<file path="config.mk">
export PLATFORM = sky130hd
export DESIGN_NAME = add_seq_flat
export DESIGN_NICKNAME = d
export VERILOG_FILES = /design/src/rtl/add_seq_pkg.sv /design/src/rtl/add_seq_if.sv /design/src/rtl/add_seq_slice.sv /design/src/rtl/add_seq.sv /design/src/flat_wrapper.sv
export SDC_FILE = /design/constraint.sdc
export NUM_CORES = 1
export LEC_CHECK = 0
export ABC_AREA = 1
export CAP_MARGIN = 20
export CORE_MARGIN = 2
export CORE_UTILIZATION = 45
export DETAILED_ROUTE_END_ITERATION = 12
export GPL_TIMING_DRIVEN = 0
export PLACE_DENSITY = 0.76
export SYNTH_ARGS = -nofsm -noshare
export SYNTH_HDL_FRONTEND = slang
export SYNTH_SLANG_ARGS = --single-unit
</file>
<file path="constraint.sdc">
create_clock -name clk -period 2.15 [get_ports clk]
set_clock_uncertainty 0.05 [all_clocks]
set_input_delay 0.3225 -clock clk [delete_from_list [all_inputs] [get_ports clk]]
set_output_delay 0.3225 -clock clk [all_outputs]
set_load 0.005 [all_outputs]
</file>
<file path="src/rtl/add_seq_pkg.sv">
// Shared types and constants for the multi-cycle add/subtract unit.
// Holds the FSM state encoding, default geometry and op encoding.
package add_pkg;

    typedef enum logic [1:0] {
        IDLE = 2'd0,
        RUN  = 2'd1,
        DONE = 2'd2
    } state_t;

    localparam int DEF_WIDTH = 32;
    localparam int DEF_SLICE = 4;

    localparam logic OP_ADD = 1'b0;
    localparam logic OP_SUB = 1'b1;

endpackage

</file>
<file path="src/rtl/add_seq_if.sv">
// Request/result handshake bundle for add_seq; slave is the adder, master the requester.
// Requests handshake on in_valid/in_ready; results on out_valid/out_ready.
interface add_seq_if
    import add_pkg::*;
#(
    parameter int WIDTH = DEF_WIDTH
) ();

    logic             in_valid;
    logic             in_ready;
    logic [WIDTH-1:0] a;
    logic [WIDTH-1:0] b;
    logic             sub;
    logic             out_valid;
    logic             out_ready;
    logic [WIDTH-1:0] sum;
    logic             carry_out;
    logic             overflow;
    logic             busy;

    modport slave (
        input  in_valid, a, b, sub, out_ready,
        output in_ready, out_valid, sum, carry_out, overflow, busy
    );

    modport master (
        output in_valid, a, b, sub, out_ready,
        input  in_ready, out_valid, sum, carry_out, overflow, busy
    );

endinterface

</file>
<file path="src/rtl/add_seq_slice.sv">
// Combinational SLICE-bit carry-lookahead adder: zero latency, no backpressure.
// Each carry is a flat OR of generate/propagate product terms, no ripple chain.
module add4_slice #(
    parameter int SLICE = 4
) (
    input  logic [SLICE-1:0] a,
    input  logic [SLICE-1:0] b,
    input  logic             cin,
    output logic [SLICE-1:0] sum,
    output logic             cout
);

    logic [SLICE-1:0] w_g;
    logic [SLICE-1:0] w_p;
    logic [SLICE:0]   w_c;
    logic             w_prod;

    assign w_g = a & b;
    assign w_p = a ^ b;

    // c[i+1] = cin&p[i:0] | OR over k of g[k]&p[i:k+1]
    always_comb begin
        w_c    = '0;
        w_prod = 1'b0;
        w_c[0] = cin;
        for (int i = 0; i < SLICE; i++) begin
            w_prod = cin;
            for (int k = 0; k <= i; k++) begin
                w_prod = w_prod & w_p[k];
            end
            w_c[i+1] = w_prod;
            for (int k = 0; k <= i; k++) begin
                w_prod = w_g[k];
                for (int m = k + 1; m <= i; m++) begin
                    w_prod = w_prod & w_p[m];
                end
                w_c[i+1] = w_c[i+1] | w_prod;
            end
        end
    end

    assign sum  = w_p ^ w_c[SLICE-1:0];
    assign cout = w_c[SLICE];

endmodule

</file>
<file path="src/rtl/add_seq.sv">
// Multi-cycle add/subtract, one SLICE-bit lookahead slice per cycle; result valid WIDTH/SLICE cycles after accept.
// Result holds in DONE until out_ready; no new request is taken until the cycle after that handshake.
module add_seq
    import add_pkg::*;
#(
    parameter int WIDTH = DEF_WIDTH,
    parameter int SLICE = DEF_SLICE
) (
    input  logic      clk,
    input  logic      rst,
    add_seq_if.slave  bus
);

    localparam int NSLICE = WIDTH / SLICE;
    localparam int CNT_W  = (NSLICE > 1) ? $clog2(NSLICE) : 1;
    localparam logic [CNT_W-1:0] LAST = CNT_W'(NSLICE - 1);

    state_t                        r_state;
    logic [CNT_W-1:0]              r_cnt;
    logic [NSLICE-1:0][SLICE-1:0]  r_a;
    logic [NSLICE-1:0][SLICE-1:0]  r_b;
    logic [NSLICE-1:0][SLICE-1:0]  r_sum;
    logic                          r_carry;
    logic                          r_cout;
    logic                          r_ovf;
    logic                          r_busy;

    logic [SLICE-1:0]              w_slice_a;
    logic [SLICE-1:0]              w_slice_b;
    logic [SLICE-1:0]              w_slice_sum;
    logic                          w_slice_cout;

    assign w_slice_a = r_a[r_cnt];
    assign w_slice_b = r_b[r_cnt];

    add4_slice #(
        .SLICE (SLICE)
    ) u_slice (
        .a    (w_slice_a),
        .b    (w_slice_b),
        .cin  (r_carry),
        .sum  (w_slice_sum),
        .cout (w_slice_cout)
    );

    always_ff @(posedge clk) begin
        if (rst) begin
            r_state <= IDLE;
            r_cnt   <= '0;
            r_a     <= '0;
            r_b     <= '0;
            r_sum   <= '0;
            r_carry <= 1'b0;
            r_cout  <= 1'b0;
            r_ovf   <= 1'b0;
            r_busy  <= 1'b0;
        end else begin
            case (r_state)
                IDLE: begin
                    if (bus.in_valid) begin
                        // Subtract is A + ~B + 1: the +1 enters as the initial carry.
                        r_a     <= bus.a;
                        r_b     <= (bus.sub == OP_SUB) ? ~bus.b : bus.b;
                        r_carry <= bus.sub;
                        r_cnt   <= '0;
                        r_sum   <= '0;
                        r_busy  <= 1'b1;
                        r_state <= RUN;
                    end
                end
                RUN: begin
                    r_sum[r_cnt] <= w_slice_sum;
                    r_carry      <= w_slice_cout;
                    if (r_cnt == LAST) begin
                        r_cnt   <= '0;
                        r_cout  <= w_slice_cout;
                        r_ovf   <= (r_a[NSLICE-1][SLICE-1] == r_b[NSLICE-1][SLICE-1]) &&
                                   (w_slice_sum[SLICE-1] != r_a[NSLICE-1][SLICE-1]);
                        r_state <= DONE;
                    end else begin
                        r_cnt <= r_cnt + 1'b1;
                    end
                end
                DONE: begin
                    if (bus.out_ready) begin
                        r_busy  <= 1'b0;
                        r_state <= IDLE;
                    end
                end
                default: begin
                    r_busy  <= 1'b0;
                    r_state <= IDLE;
                end
            endcase
        end
    end

    // in_ready is gated by rst so it reads 0 during the reset cycle itself.
    assign bus.in_ready  = (r_state == IDLE) && !rst;
    assign bus.out_valid = (r_state == DONE);
    assign bus.sum       = r_sum;
    assign bus.carry_out = r_cout;
    assign bus.overflow  = r_ovf;
    assign bus.busy      = r_busy;

endmodule

</file>
<file path="src/flat_wrapper.sv">
// flat-port wrapper written by rule: the top's interface ports become plain ports
module add_seq_flat import add_pkg::*;
#(
    parameter int WIDTH = DEF_WIDTH,
    parameter int SLICE = DEF_SLICE
)
  (clk, rst, bus_in_valid, bus_a, bus_b, bus_sub, bus_out_ready, bus_in_ready, bus_out_valid, bus_sum, bus_carry_out, bus_overflow, bus_busy);
  add_seq_if #(.WIDTH(WIDTH)) bus_i ();
  input  logic clk;
  input  logic rst;
  input wire logic [$bits(bus_i.in_valid)-1:0] bus_in_valid;
  input wire logic [$bits(bus_i.a)-1:0] bus_a;
  input wire logic [$bits(bus_i.b)-1:0] bus_b;
  input wire logic [$bits(bus_i.sub)-1:0] bus_sub;
  input wire logic [$bits(bus_i.out_ready)-1:0] bus_out_ready;
  output wire logic [$bits(bus_i.in_ready)-1:0] bus_in_ready;
  output wire logic [$bits(bus_i.out_valid)-1:0] bus_out_valid;
  output wire logic [$bits(bus_i.sum)-1:0] bus_sum;
  output wire logic [$bits(bus_i.carry_out)-1:0] bus_carry_out;
  output wire logic [$bits(bus_i.overflow)-1:0] bus_overflow;
  output wire logic [$bits(bus_i.busy)-1:0] bus_busy;
  assign bus_i.in_valid = bus_in_valid;
  assign bus_i.a = bus_a;
  assign bus_i.b = bus_b;
  assign bus_i.sub = bus_sub;
  assign bus_i.out_ready = bus_out_ready;
  assign bus_in_ready = bus_i.in_ready;
  assign bus_out_valid = bus_i.out_valid;
  assign bus_sum = bus_i.sum;
  assign bus_carry_out = bus_i.carry_out;
  assign bus_overflow = bus_i.overflow;
  assign bus_busy = bus_i.busy;
  add_seq #(.WIDTH(WIDTH), .SLICE(SLICE)) u_core (.clk(clk), .rst(rst), .bus(bus_i));
endmodule
</file>
# After elaboration in Yosys (flattened, before gate mapping)
# Index checks and enable logic that the tools add are counted.
# word_totals
input_bits	69
register_bits	105
word_cells	99
# classes
bitwise_logic	25
n_eq_ne	8
mux	22
add_sub_neg	1
n_lt_le_gt_ge	2
n_reduce_logical	11
# op_table
operator	n
32-bit 2-to-1 mux	2
32-bit case mux with 2 select lines	1
32-bit bitwise mux	1
32-bit inverter	1
4-bit binary-select mux with 3-bit select	2
4-bit demux with 3-bit select	1
4-bit 2-to-1 mux	3
1-bit bitwise AND	10
1-bit OR	10
4-bit XOR	2
2-bit 2-to-1 mux	3
3-bit 2-to-1 mux	2
2-bit case mux with 3 select lines	1
3-bit case mux with 2 select lines	1
2-bit AND reduction	3
3-bit AND reduction	2
4-bit bitwise AND	1
3-bit by 4-bit < comparator with 1-bit output, second input constant	1
2-bit inequality test, second input constant	2
3-bit by 1-bit adder with 3-bit output, second input constant	1
3-bit equality test, second input constant	1
3-bit by 1-bit greater-or-equal comparator with 1-bit output, second input constant	1
1-bit logical AND	3
1-bit 2-to-1 mux	3
other kinds (11)	11

# Depth between registers and ports, before layout
# logic_depth
depth_word	12
depth_mapped	18

# Hierarchy
# Synthesis repeated with hierarchy kept, for this count alone.
# hier_totals
cells_unflattened	710
hier_area_um2	4994.8
# by_module_without_submodules
module	area_each_um2	seq_area_each_um2	n_inst	cells_each
add_seq	4818.4	2102.0	1	685
add4_slice	176.4	0.0	1	25

# Worst setup path after synthesis
# No wires, ideal clock.
# synth_timing
path_type	register to register
from	register u_core.r_cnt[2]
to	register u_core.r_sum, in the netlist u_core.bus.sum[23]
stages_incl_launch_ff	18
t_required_ns	1.968
slack_ns	-0.237
arrival_time_ns	2.205
n_path_buf	1
cell_sequence	dfxtp_1 buf_4 inv_2 nand3_1 inv_2 a22o_1 nor2_1 nand2_1 ha_1 ha_1 nand2_1 nand3_1 nand2_1 nand3_1 nand2_1 inv_2 nand2_1 a21oi_1
# synth_between
elab_chain_len	12
elab_cells_between_ends	23
classes_between	order compare (2); mux (8); bitwise (12); reduce/logical (1)
# synth_lines
item	line_no	rtl
from (decl)	add_seq.sv:19	logic [CNT_W-1:0] r_cnt;
from (signal assigned)	add_seq.sv:81	r_cnt <= r_cnt + 1'b1;
4-bit binary-select mux with 3-bit select (on tied branches)	add_seq.sv:33, add_seq.sv:34	
4-bit 2-to-1 mux (on tied branches)	add_seq.sv:33, add_seq.sv:34	
4-bit XOR	add_seq_slice.sv:19	assign w_p = a ^ b;
1-bit bitwise AND (3 in a row)	add_seq_slice.sv:29	w_prod = w_prod & w_p[k];
1-bit OR (3 in a row)	add_seq_slice.sv:37	w_c[i+1] = w_c[i+1] | w_prod;
4-bit XOR	add_seq_slice.sv:42	assign sum = w_p ^ w_c[SLICE-1:0];
32-bit bitwise mux (*)	add_seq.sv:72	r_sum[r_cnt] <= w_slice_sum;
32-bit case mux with 2 select lines (*)	add_seq.sv:58	case (r_state)
to (signal, indexed assignment)	add_seq.sv:72	
to (decl)	add_seq.sv:22	logic [NSLICE-1:0][SLICE-1:0] r_sum;
# Mark *: on every way between the ends. The rest lies on a longest branch, timed or not. The select of a mux whose other input is x is not followed.
# A chain may end at the register's enable or synchronous reset.

# Final worst setup path
# layout_timing
from	register u_core.r_cnt[2]
to	register u_core.r_sum, in the netlist u_core.bus.sum[8]
# layout_between
elab_chain_len	6
elab_cells_between_ends	13
classes_between	order compare (2); mux (8); bitwise (2); reduce/logical (1)
# layout_lines
item	line_no
3-bit by 4-bit < comparator with 1-bit output (not written as such) (tied with other cells)	add_seq.sv:72
1-bit logical AND (not written as such) (tied with other cells)	add_seq.sv:72
4-bit 2-to-1 mux (not written as such) or 4-bit XOR (tied branches)	add_seq.sv:72, add_seq_slice.sv:19
4-bit demux with 3-bit select or 4-bit XOR (tied branches)	n/a
32-bit bitwise mux (*)	add_seq.sv:72
32-bit case mux with 2 select lines (*)	add_seq.sv:58
# Marked as above.

==> results summary <==
Across all setup checks in the final design, the least slack found is -464 ps. At the pin with the least slew margin, the transition time is approximately 690 ps. The final HPWL from detailed placement came out at between 9000 and 10000 um. The leakage power of the design came out at around 0.0026 uW. In the final routed layout, each cell accounts on average for roughly 17 um. The slowest stage of the critical path belongs to the cell sky130_fd_sc_hd__fa_2. Setup repair after global routing could not meet its margin everywhere. The start point of the worst hold path is bus_sub. The library cell used most frequently in the layout, excluding fill and tap cells, is sky130_fd_sc_hd__clkdlybuf4s50_1. The number of global-route vias before repair was 4796. The longest individual stage delay on the worst path came out at roughly 550 ps.

The pre-antenna-repair detailed-routing pass consisted of 5 iterations. The netlist uses 33 different library cells. The quantity of hold-fixing buffers added after cts is 0.

The largest net degree at the start of global routing is 16. Summing the areas of all compound-gate instances in the mapped netlist gives 18.7% of the synthesized area. By area, the combinational part of the netlist is dominated by simple AND/OR/NAND/NOR gates.

Setup violations remaining at the end of the flow were counted as 35. The critical path in this run is classified as reg -> reg. The count of inserted antenna diode cells came out at 0.

For this run, the share of the core covered by cells in the final layout is around two thirds. Summed over all layers, the global routing overflow is 0. The global-route wire length before repair is about 23000 um. The data required time at the worst endpoint came out at approximately 2300 ps. Global routing used 26.4% of the available tracks across all layers. The clock net sink count is ~110. In the synthesized netlist, mux cells make up 0% of the area. The vertical die dimension is about 110 um. The clock insertion delay at the later pin of the skew report is 370 ps.

The placeable core region came out at between 10000 and 15000 um2. The clock tree synthesis step divided the H-tree into 3 levels. The number of cells traversed by the worst hold path is 4. In this run, the number of DRC markers left after iteration 0 of detailed routing was about 380. The final wirelength came out at between 15000 and 20000 um. The layout net count is roughly 860. The top cell types in the final layout, fill and taps aside, are sky130_fd_sc_hd__clkdlybuf4s50_1, sky130_fd_sc_hd__dfxtp_1, sky130_fd_sc_hd__nand2_1, sky130_fd_sc_hd__nor2_1. The maximum resistive drop on vdd came out at 0.000489 V. The destination of the worst hold path is u_core.r_b[8]$_SDFFE_PP0P_. The minimum period implied by the final worst setup slack came out at 2610 ps. The maximum fanout along the worst path came out at 8.

CTS placed an instance of sky130_fd_sc_hd__clkbuf_8 at the clock tree root. The total count of max-transition violations in the final report came out at 0. The startpoint of the lowest-slack register-to-register path is u_core.r_cnt[2]$_SDFFE_PP0P_. The full die area came out at ~11000 um2. Timing analysis after detailed placement gives a worst setup slack of -622 ps.

The mean post-synth cell area is about 7.6 um2. The number of hold-slack violations in the final timing report was 0. The fraction of final layout cells sized beyond drive strength 1 is between 10% and 20%. The sum of negative setup slack came out at -13670 ps. After Yosys synthesis, XOR and XNOR cells account for 6.48% of the synthesized area. Synthesis produced a netlist with a net count of 700. On the critical path the largest part of the delay comes from simple AND/OR/NAND/NOR gates. From left edge to right edge, the die measures ~110 um.

The placement row count came out at 37. The number of max-cap violations is 0. The critical path goes through buf_12 -> inv_8 -> nor3_4 -> a22oi_2 -> nand4_1 -> buf_4 -> inv_2 -> fa_2 -> clkinvlp_4 -> nand2_1 -> a21oi_1. The worst reg-to-reg setup slack came out at -460 ps. The congestion estimate from routability-driven global placement came to 0.883. The clock tree from TritonCTS is yes. The highest attainable clock frequency is between 300 and 400 MHz. The run finished, with violations left. The adder-cell share of the synthesized area came out at about 2.3%. Once the floorplan was initialized, standard cells occupied 46.0% of the core. STA classifies the critical path endpoint as a flop.

The buffer and inverter count on the worst path is 5. The number of buffers created by CTS is 9. In this run the critical register-to-register path is captured at u_core.bus.sum[8]$_SDFFE_PP0P_. The min-delay analysis places its worst path in the category in -> reg.

The initial antenna violation count came out at 0. The synthesized netlist occupies a cell area of 4710 um2. The register area share after synthesis came out at between 40% and 50%. In the routed design, unresolved DRC markers number 0. The checks that failed: negative setup slack. The clock-pin slew on the worst setup and hold paths is about 90 ps. In this run the worst setup path begins at u_core.r_cnt[2]$_SDFFE_PP0P_. Final hold analysis gives a worst-case slack of about 410 ps. The area growth from synthesis to layout came out at 47.6%. The Yosys warning count is 0. The number of buffer cells added on primary ports is around 100.

The share of the clock period used by the worst path after layout came out at 122%. Data arrives at the worst endpoint at 2800 ps. After synthesis the netlist holds a flip-flop and latch count of 105. The count of nets left with antenna violations after detail routing is 0. Headroom to the max-slew limit came out at between 50% and 60%. The per-cell via count in the routed design is between 5 and 6. The buffer levels on the longest clock path came out at 2. The startpoint type of the worst setup path is a flop. For this design the ratio of total power to cell area is 649 nW/um2. The routed layout has between 4000 and 5000 vias. The worst register-to-register path has a depth of 11. The cell count after synthesis came out at between 600 and 700. Of the total synthesized cell area, the portion taken by AND, OR, NAND and NOR gates is 20.4%.

The top-level I/O count came out at 106.
## synthesized netlist by cell type, drive strengths merged
cell type	n	area, um2
a221oi	1	8.76
o22ai	8	50.1
clkbuf	17	63.8
o21a	2	15.0
o22a	2	17.5
nand3	13	82.6
ha	7	87.6
inv	54	203
a22oi	2	15.0
nand4	5	31.3
dfxtp	105	2100
nor3	2	26.3
a211oi	16	120
nor2	92	360
buf	16	88.8
o211ai	2	15.0
o21ai	53	265
xnor2	16	140
xor2	18	165
nor4	1	21.3
nand2	117	439
fa	1	20.0
a22o	2	17.5
a21oi	71	355
## cell type report
type	instances	area [um2]
sequential	105	2110
tap	136	170
multi-input combinational	431	2610
clock buffer	12	156
clock inverter	2	37.5
inverter	54	248
timing repair buffer	144	1440
buffer	33	179
fill	797	3280
## sequential cells by signal (all words and copies together) (netlist names)
signal / count
u_core.r_cnt: 3
u_core.bus.overflow: 1
u_core.r_carry: 1
u_core.bus.carry_out: 1
u_core.bus.sum: 32
u_core.r_state: 2
u_core.r_a: 32
u_core.r_b: 32
u_core.bus.busy: 1
## what timing repair did
action,4_1_cts,5_1_grt
pin swaps,56,30
gates resized for setup,56,39
cloned,1,0
endpoints found under the setup margin,35,36
setup buffers,32,8
## kinds of logic after synthesis
logic type,Yosys count
AOI/OAI and AO/OA,159
xor gates and xnor gates,34
adders and majority gates,8
buffers and inverters,87
DFF,105
and+or+nand+nor,230
## per-stage QoR
step                      area [um2]  total power, uW  std cells
after global placement          6000             2950        862
after CTS                       6710             4360        909
final                           6950             4520        917
after detailed placement        6000             2980        862
after floorplan                 4800             2660        623
after global routing            6950             4670        917
## worst register-to-register path: cells and delay by family, from the launching register on
family | cells | cell delay (ps)
simple gates | 3 | 690
buf+inv | 5 | 610
fa+ha+maj | 1 | 560
flops | 1 | 360
compound gates | 2 | 230
## metal layers
metal  wire length, um  track usage [%]  up-vias  share of wire [%]
li1                  -                -     2343                  -
met4               524             10.4        0                3.4
met5                 0                0        -                  0
met1              6280             33.3     2290                 41
met3              1070             3.86       41                6.9
met2              7580             45.2      242                 49
## where the power goes
group / leakage, uW / internal (uW) / switching [uW]
Clock: 0.0000937 / 599 / 653
Sequential: 0.000864 / 2060 / 69.1
Combinational: 0.00166 / 516 / 614
## how the worst max path moves through the flow
stage	endpoint	slack, ps	cells past startpoint
3_3_place_gp	u_core.bus.sum[3]$_SDFFE_PP0P_	-550	15
6_report	u_core.bus.sum[8]$_SDFFE_PP0P_	-460	11
4_1_cts	u_core.bus.sum[31]$_SDFFE_PP0P_	-310	17
2_1_floorplan	u_core.bus.sum[23]$_SDFFE_PP0P_	-60	16
3_5_place_dp	u_core.bus.sum[7]$_SDFFE_PP0P_	-620	15
5_1_grt	u_core.bus.sum[28]$_SDFFE_PP0P_	-510	11
(Power assumes the default switching activity.)
